**src/rtl/merge_pass_sched.sv**
```systemverilog
// Bottom-up merge-sort pass scheduler for a two-bank ping-pong sample memory.
// Each pass issues merge-segment descriptors (run width 1, 2, 4, ...) to the
// merge engine, waits for every segment of the pass to complete, then flips
// the source bank. No sample data passes through this block.
module merge_pass_sched #(
  parameter int MAX_NUM_SAMPLES = 2**16,
  parameter int MEM_ADDR_WIDTH  = $clog2(MAX_NUM_SAMPLES),
  parameter int CNT_W           = MEM_ADDR_WIDTH + 1
) (
  input  logic             clk,
  input  logic             rst_n,
  input  logic             start,
  input  logic [CNT_W-1:0] num_samples,
  output logic             busy,
  output logic             done,
  output logic             result_bank,
  output logic [4:0]       pass_count,
  output logic             cfg_err,
  output logic             seg_valid,
  input  logic             seg_ready,
  output logic [CNT_W-1:0] seg_lo,
  output logic [CNT_W-1:0] seg_mid,
  output logic [CNT_W-1:0] seg_hi,
  output logic             seg_src_bank,
  input  logic             seg_done
);

  // One spare bit so lo + 2w never wraps before it is clipped to n.
  localparam int SW = CNT_W + 1;

  typedef enum logic [2:0] {S_IDLE, S_ISSUE, S_DRAIN, S_NEXT, S_FIN} state_e;

  state_e           state_q;
  logic [CNT_W-1:0] n_q, lo_q, w_q, outstanding_q;
  logic             src_bank_q;
  logic             busy_q, done_q, result_bank_q, cfg_err_q;
  logic [4:0]       pass_count_q;
  logic             seg_valid_q, seg_src_bank_q;
  logic [CNT_W-1:0] seg_lo_q, seg_mid_q, seg_hi_q;

  logic             hs, done_ok, start_ok;
  logic [SW-1:0]    lo_nxt;
  logic [CNT_W-1:0] w_dbl;

  // Clip an extended-width bound to the sample count.
  function automatic logic [CNT_W-1:0] clip(input logic [SW-1:0] v,
                                            input logic [CNT_W-1:0] n);
    return (v > SW'(n)) ? n : v[CNT_W-1:0];
  endfunction

  assign hs       = seg_valid_q & seg_ready;
  // A completion with nothing outstanding is spurious and dropped.
  assign done_ok  = seg_done & (outstanding_q != '0);
  assign start_ok = (num_samples != '0) && (num_samples <= CNT_W'(MAX_NUM_SAMPLES));
  assign lo_nxt   = SW'(lo_q) + (SW'(w_q) << 1);
  assign w_dbl    = w_q << 1;

  // Pass sequencing, descriptor generation and outstanding-segment tracking.
  // NOTE: every state register here uses <= so all updates see pre-edge values;
  // a blocking = would let later statements observe half-updated state.
  always_ff @(posedge clk or negedge rst_n) begin
    if (!rst_n) begin
      state_q        <= S_IDLE;
      n_q            <= '0;
      lo_q           <= '0;
      w_q            <= CNT_W'(1);
      outstanding_q  <= '0;
      src_bank_q     <= 1'b0;
      busy_q         <= 1'b0;
      done_q         <= 1'b0;
      result_bank_q  <= 1'b0;
      cfg_err_q      <= 1'b0;
      pass_count_q   <= '0;
      seg_valid_q    <= 1'b0;
      seg_src_bank_q <= 1'b0;
      seg_lo_q       <= '0;
      seg_mid_q      <= '0;
      seg_hi_q       <= '0;
    end else begin
      done_q    <= 1'b0;
      cfg_err_q <= 1'b0;

      // A handshake and a completion in the same cycle cancel out.
      if (hs && !done_ok)      outstanding_q <= outstanding_q + CNT_W'(1);
      else if (done_ok && !hs) outstanding_q <= outstanding_q - CNT_W'(1);

      unique case (state_q)
        S_IDLE: begin
          if (start) begin
            if (start_ok) begin
              n_q          <= num_samples;
              pass_count_q <= '0;
              src_bank_q   <= 1'b0;
              w_q          <= CNT_W'(1);
              lo_q         <= '0;
              busy_q       <= 1'b1;
              if (num_samples == CNT_W'(1)) begin
                state_q <= S_FIN;
              end else begin
                state_q        <= S_ISSUE;
                seg_valid_q    <= 1'b1;
                seg_lo_q       <= '0;
                seg_mid_q      <= clip(SW'(1), num_samples);
                seg_hi_q       <= clip(SW'(2), num_samples);
                seg_src_bank_q <= 1'b0;
              end
            end else begin
              cfg_err_q <= 1'b1;
            end
          end
        end

        S_ISSUE: begin
          if (hs) begin
            lo_q <= lo_nxt[CNT_W-1:0];
            if (lo_nxt >= SW'(n_q)) begin
              seg_valid_q <= 1'b0;
              state_q     <= S_DRAIN;
            end else begin
              seg_lo_q  <= lo_nxt[CNT_W-1:0];
              seg_mid_q <= clip(lo_nxt + SW'(w_q), n_q);
              seg_hi_q  <= clip(lo_nxt + (SW'(w_q) << 1), n_q);
            end
          end
        end

        S_DRAIN: begin
          if (outstanding_q == '0) state_q <= S_NEXT;
        end

        S_NEXT: begin
          pass_count_q <= pass_count_q + 5'd1;
          src_bank_q   <= ~src_bank_q;
          w_q          <= w_dbl;
          lo_q         <= '0;
          if (w_dbl >= n_q) begin
            state_q <= S_FIN;
          end else begin
            state_q        <= S_ISSUE;
            seg_valid_q    <= 1'b1;
            seg_lo_q       <= '0;
            seg_mid_q      <= clip(SW'(w_dbl), n_q);
            seg_hi_q       <= clip(SW'(w_dbl) << 1, n_q);
            seg_src_bank_q <= ~src_bank_q;
          end
        end

        S_FIN: begin
          done_q        <= 1'b1;
          result_bank_q <= src_bank_q;
          busy_q        <= 1'b0;
          state_q       <= S_IDLE;
        end

        default: state_q <= S_IDLE;
      endcase
    end
  end

  assign busy         = busy_q;
  assign done         = done_q;
  assign result_bank  = result_bank_q;
  assign pass_count   = pass_count_q;
  assign cfg_err      = cfg_err_q;
  assign seg_valid    = seg_valid_q;
  assign seg_lo       = seg_lo_q;
  assign seg_mid      = seg_mid_q;
  assign seg_hi       = seg_hi_q;
  assign seg_src_bank = seg_src_bank_q;

endmodule

```
**config.mk**
```make
export PLATFORM = sky130hd
export DESIGN_NAME = merge_pass_sched
export DESIGN_NICKNAME = d
export VERILOG_FILES = /design/src/rtl/merge_pass_sched.sv
export SDC_FILE = /design/constraint.sdc
export NUM_CORES = 1
export LEC_CHECK = 0
export BUFFER_PORTS_ARGS = -buffer_cell sky130_fd_sc_hd__buf_4
export CORE_MARGIN = 2
export CORE_UTILIZATION = 39
export DETAILED_ROUTE_END_ITERATION = 7
export HOLD_SLACK_MARGIN = 0.06
export PLACE_DENSITY = 0.64
export SLEW_MARGIN = 20
export SYNTH_ARGS = -nofsm -noshare
export SYNTH_HDL_FRONTEND = slang
export SYNTH_SLANG_ARGS = --single-unit
```
**constraint.sdc**
```tcl
create_clock -name clk -period 5.7 [get_ports clk]
set_input_delay 1.14 -clock clk [delete_from_list [all_inputs] [get_ports clk]]
set_output_delay 1.14 -clock clk [all_outputs]
set_load 0.05 [all_outputs]
```
==> flow_summary.yaml, run 1 <==
status:
  outcome: "finished clean"
place:
  gp_congestion: 0.989
  place_hpwl_um: 26400
  port-buffer-count: 83
  dpl-instance-area_um2: 12200
  dp_cells: 1685
drt:
  drtPass1Iterations: 5
  vias: 10100
  drt-initial-drc-count: 701
  top_layer_used: "met4"
  met1Wirelength_um: 15600
  wl_met2_um: 16600
  wl_met3_um: 2470
  wl_um: 35700
  postRouteAntennaNets: 0
  route.detailed.drc: 0
  wl_per_cell_um: 20.7
  routed_via_density: 5.88
critical_path:
  critical_path.startpoint_type: "flip-flop"
  crit_arrival_ns: 5.72
  critPathCaptureType: "flip-flop"
  critPathKind: "reg2reg"
  crit_fanout: 5
  crit_required_ns: 6.02
  cpMaxStageDelayCell: "dfrtp_1"
  cp_slowest_stage_delay_ns: 0.40
grt:
  grt_pass1_vias: 10000
  antenna_found_initial: 0
  track_usage_pct: 25.3
  grt-ovfl-total: 0
  grt_pass1_wl_um: 56000
  grt_max_degree: 94
timing:
  fin_crit_ns: 5.40
  setup_viol: 0
  hold_viol: 0
  max-slew-margin-rel_pct: 26.5
  tightestPinTransition_ns: 1.09
  timing.fmax_ghz: 0.185
  finalCritPeriodShare_pct: 94.8
  drv_slew: 0
  skew_ns: 0.0121
clocking:
  numCtsBuffers: 17
  htreeDepth: 4
  cts_root_buffer: "clkbuf_16"
  postCtsHoldBufs: 0
  clockBufferDepth: 2
  path_clk_slew_ns: 0.06
  cts.sinks: 134
  clk_latency_ns: 0.44
  tritoncts: "built"
final_layout:
  stdcell_area_um2: 12900
  stdcell_count: 1722
  area_delta_synth_final_pct: 19.9
  fillers: 2607
  final_common_cell: "nand2_1"
  diodes: 0
  mostFrequentLayoutCells: "155 x nand2_1, 151 x ha_1, 150 x buf_4"
  fin_nets: 1546
  layout-drive-gt1-share_pct: 17.8
worst_hold_path:
  min_path_type: "reg2reg"
logic_synthesis:
  syn-instance-count: 1236
  async_flop_share_pct: 100
  synth-edff-count: 0
  syn_area_per_cell_um2: 8.73
  synth_seq_area_share_pct: 31.1
  synth_cell_types: 75
  synth_warnings: 0
  synth_ff_type: "dfrtp_1"
  ys_seq_elements: 134
  syn_area_um2: 10800
  syn-num-nets: 1414
floorplanning:
  die_area_um2: 29000
  start_util_pct: 39.9
  rows: 60
  io_pins: 84
  dieWidth_um: 170
  die_h_um: 170
  core_um2: 27000
job:
  drv_cap: 0
## synth_stat cells (all sizes together) (16+ instances only)
cell type | number | area, um2
inv | 58 | 218
nand3 | 49 | 250
o211ai | 23 | 178
xnor2 | 42 | 368
a22o | 19 | 175
nand2 | 156 | 588
ha | 152 | 1900
nor2 | 87 | 329
a21oi | 75 | 375
o21ai | 104 | 524
clkbuf | 28 | 105
mux2i | 18 | 180
nor3 | 23 | 143
xor2 | 16 | 140
a21o | 38 | 285
dfrtp | 133 | 3330
## logic make-up after synthesis
kind of cell,share of synthesized area [%]
muxes,2.64
DFF,31.1
adders and majority gates,18.4
AOI/OAI and AO/OA,22.0
buffers and inverters,3.72
and+or+nand+nor,17.4
xor gates and xnor gates,4.71
## worst paths after layout
path | start | end | slack (ns) | depth (start not counted)
setup / recovery | lo_q[2]$_DFFE_PN0P_ | seg_mid[10]$_DFFE_PN0P_ | 0.30 | 26
hold / removal | seg_lo[7]$_DFFE_PN0P_ | seg_lo[7]$_DFFE_PN0P_ | 0.46 | 2
setup reg to reg | lo_q[2]$_DFFE_PN0P_ | seg_mid[10]$_DFFE_PN0P_ | 0.30 | 26
hold reg to reg | seg_lo[7]$_DFFE_PN0P_ | seg_lo[7]$_DFFE_PN0P_ | 0.46 | 2
max in group asynchronous | rst_n | w_q[11]$_DFFE_PN0P_ | 3.80 | 2
min in group asynchronous | rst_n | w_q[2]$_DFFE_PN0P_ | 0.80 | 1
## repair_timing
action	in CTS	in global routing
buffers inserted	0	5
gates resized for setup	0	31
setup endpoints to repair	0	34
## metal layers
| layer | GRT usage (%) | vias to the layer above |
|---|---|---|
| met1 | 34.0 | 4890 |
| li1 | - | 4805 |
| met2 | 40.7 | 363 |
| met4 | 8.88 | 0 |
| met3 | 4.67 | 64 |
| met5 | 0 | - |
## through the flow
step                utilization, %  hold WS (ns)  worst slack [ns]  setup TNS, ns
floorplan                        -         0.443             0.532              0
global placement              45.1         0.453             0.115              0
detailed placement            45.1         0.457            0.0775              0
CTS                           47.2         0.470            0.0530              0
global route                  47.9         0.486          -0.00575       -0.00575
finish                        47.9         0.463             0.297              0
## state kept, by name, summed over array words and instances, names as in the netlist
register,cells
busy,1
cfg_err,1
done,1
lo_q,17
n_q,17
outstanding_q,17
pass_count,5
result_bank,1
seg_hi,17
seg_lo,17
seg_mid,17
seg_src_bank,1
seg_valid,1
src_bank_q,1
state_q,3
w_q,17
## layout make-up
class | instances | area, um2 | area share, %
Clock buffer | 21 | 460 | 3.56
Clock inverter | 11 | 101 | 0.783
Inverter | 58 | 218 | 1.68
Multi-Input combinational cell | 1003 | 7190 | 55.6
Sequential cell | 134 | 3350 | 25.9
Tap cell | 341 | 427 | 3.30
Timing Repair Buffer | 154 | 1190 | 9.18
## critical path: cells and delay by family, from the launching register on
family	cells	cell delay, ns
muxes	1	0.34
buffers and inverters	2	0.34
DFF	1	0.40
and+or+nand+nor	6	0.85
adders and majority gates	3	0.88
xor gates and xnor gates	2	0.32
AOI/OAI and AO/OA	12	2.17
Power of run 1 is not shown: default switching activity piles up to over one toggle a cycle in this logic, so the estimate is an artifact.
==> run 2: changes to the inputs <==
--- a/config.mk
+++ b/config.mk
@@ -6,11 +6,14 @@
 export NUM_CORES = 1
 export LEC_CHECK = 0
 export BUFFER_PORTS_ARGS = -buffer_cell sky130_fd_sc_hd__buf_4
+export CELL_PAD_IN_SITES_DETAIL_PLACEMENT = 1
+export CELL_PAD_IN_SITES_GLOBAL_PLACEMENT = 2
 export CORE_MARGIN = 2
-export CORE_UTILIZATION = 39
+export CORE_UTILIZATION = 38
 export DETAILED_ROUTE_END_ITERATION = 7
+export GPL_TIMING_DRIVEN = 0
 export HOLD_SLACK_MARGIN = 0.06
-export PLACE_DENSITY = 0.64
+export PLACE_DENSITY = 0.89
 export SLEW_MARGIN = 20
 export SYNTH_ARGS = -nofsm -noshare
 export SYNTH_HDL_FRONTEND = slang
==> run 2 against run 1 <==
The run now ends with negative setup slack left. Register-to-register slack worse by 0.32 ns. Critical path depth down 1. Global-route usage grew 2.0 points. Critical path type unchanged. Largest cell class unchanged.
==> flow_summary.yaml, run 2 (same netlist as run 1, synthesis figures left out) <==
timing:
  skew_ns: 0.0128
  tns_ns: -0.0196
  finalCritPeriodShare_pct: 100
  drv_slew: 0
  hold_viol: 0
  timing.fmax_ghz: 0.175
  fin_crit_ns: 5.72
  worst_slack_ns: -0.0196
  setup_viol: 1
  max-slew-margin-rel_pct: 45.8
  rsz0062_at_grt: "yes"
  tightestPinTransition_ns: 0.810
  whs_ns: 0.470
final_layout:
  stdcell_count: 1791
  fin_nets: 1578
  mostFrequentLayoutCells: "153 x nand2_1, 140 x buf_4, 137 x ha_1"
  layout-drive-gt1-share_pct: 22.3
  diodes: 0
  final_common_cell: "nand2_1"
  area_delta_synth_final_pct: 28.0
drt:
  postRouteAntennaNets: 0
  wl_per_cell_um: 23.8
  routed_via_density: 5.89
  route.detailed.drc: 0
  drtPass1Iterations: 5
  drt-initial-drc-count: 747
  wl_um: 42600
  vias: 10500
status:
  violations: "negative setup slack"
  outcome: "finished with violations"
clocking:
  htreeDepth: 4
  clockBufferDepth: 2
  numCtsBuffers: 17
  cts_root_buffer: "clkbuf_16"
  cts.sinks: 134
  path_clk_slew_ns: 0.07
  tritoncts: "built"
  clk_latency_ns: 0.45
grt:
  grt-ovfl-total: 0
  grt_max_degree: 77
  grt_pass1_vias: 10800
  antenna_found_initial: 1
  grt_pass1_wl_um: 63100
  track_usage_pct: 27.3
place:
  gp_congestion: 0.918
  port-buffer-count: 83
  dp_cells: 1698
  place_hpwl_um: 30200
floorplanning:
  die_area_um2: 29800
  die_h_um: 173
  core_um2: 27900
  rows: 61
  io_pins: 84
  dieWidth_um: 173
  start_util_pct: 38.7
critical_path:
  critPathKind: "reg2reg"
  crit_required_ns: 6.03
  regToRegSetupSlack_ns: -0.02
  critPathCaptureType: "flip-flop"
  crit_fanout: 5
  crit_arrival_ns: 6.05
  critical_path.startpoint_type: "flip-flop"
worst_hold_path:
  min_path_type: "reg2reg"
job:
  drv_cap: 0
run 2: final timing paths:
check,start,endpoint,depth (start not counted)
max in group asynchronous,rst_n,w_q[0]$_DFFE_PN1P_,2
max,w_q[0]$_DFFE_PN1P_,seg_mid[11]$_DFFE_PN0P_,25
max reg2reg,w_q[0]$_DFFE_PN1P_,seg_mid[11]$_DFFE_PN0P_,25
min,seg_lo[7]$_DFFE_PN0P_,seg_lo[7]$_DFFE_PN0P_,2
min in group asynchronous,rst_n,pass_count[3]$_DFFE_PN0P_,1
min reg2reg,seg_lo[7]$_DFFE_PN0P_,seg_lo[7]$_DFFE_PN0P_,2
run 2: repair_timing:
item,CTS,global route
hold buffers,0,0
gates cloned,0,1
buffers inserted,27,33
resized for setup,58,92
pin swaps,17,48
setup endpoints to repair,43,41
run 2: per-layer routing:
layer	wire (um)	vias to the layer above	track usage, %
li1	-	4856	-
met1	18700	5288	35.9
met2	20300	313	45.1
met3	2190	85	4.80
met4	1410	0	9.79
met5	0	-	0
run 2: per-stage QoR:
step / setup slack [ns] / utilization, % / area (um2)
after floorplan: 0.532 / - / 10800
after global placement: -1.19 / 42.7 / 11900
after detailed placement: -1.23 / 42.8 / 11900
after CTS: 0.00648 / 46.6 / 13000
after global routing: -0.216 / 49.6 / 13800
final: -0.0196 / 49.6 / 13800
run 2: final cells by class:
type	count	area [um2]
Multi-Input combinational cell	1003	7850
Clock buffer	20	457
Sequential cell	134	3360
Clock inverter	12	96.3
Timing Repair Buffer	145	1140
Inverter	58	221
Tap cell	378	473
Fill cell	3232	14000
Buffer	41	200
run 2: critical path, stage by stage, from the launching register on:
cell and delay (ns):
dfstp_2 0.62, ha_4 0.16, inv_1 0.05, fa_2 0.43, nor2b_4 0.15, o31a_4 0.16
o21a_1 0.12, nor2_1 0.06, xnor2_2 0.17, ha_1 0.35, o21ai_1 0.16, nor2_2 0.24
o2111ai_4 0.18, a31oi_4 0.24, a21oi_2 0.09, o21ai_1 0.17, xor2_1 0.27, ha_1 0.25
and4_1 0.20, nand2_1 0.12, o31ai_4 0.31, a31oi_4 0.09, nor3_4 0.19, buf_12 0.15
mux2_2 0.33, a221o_1 0.33
Power of run 2 is left out for the same reason.
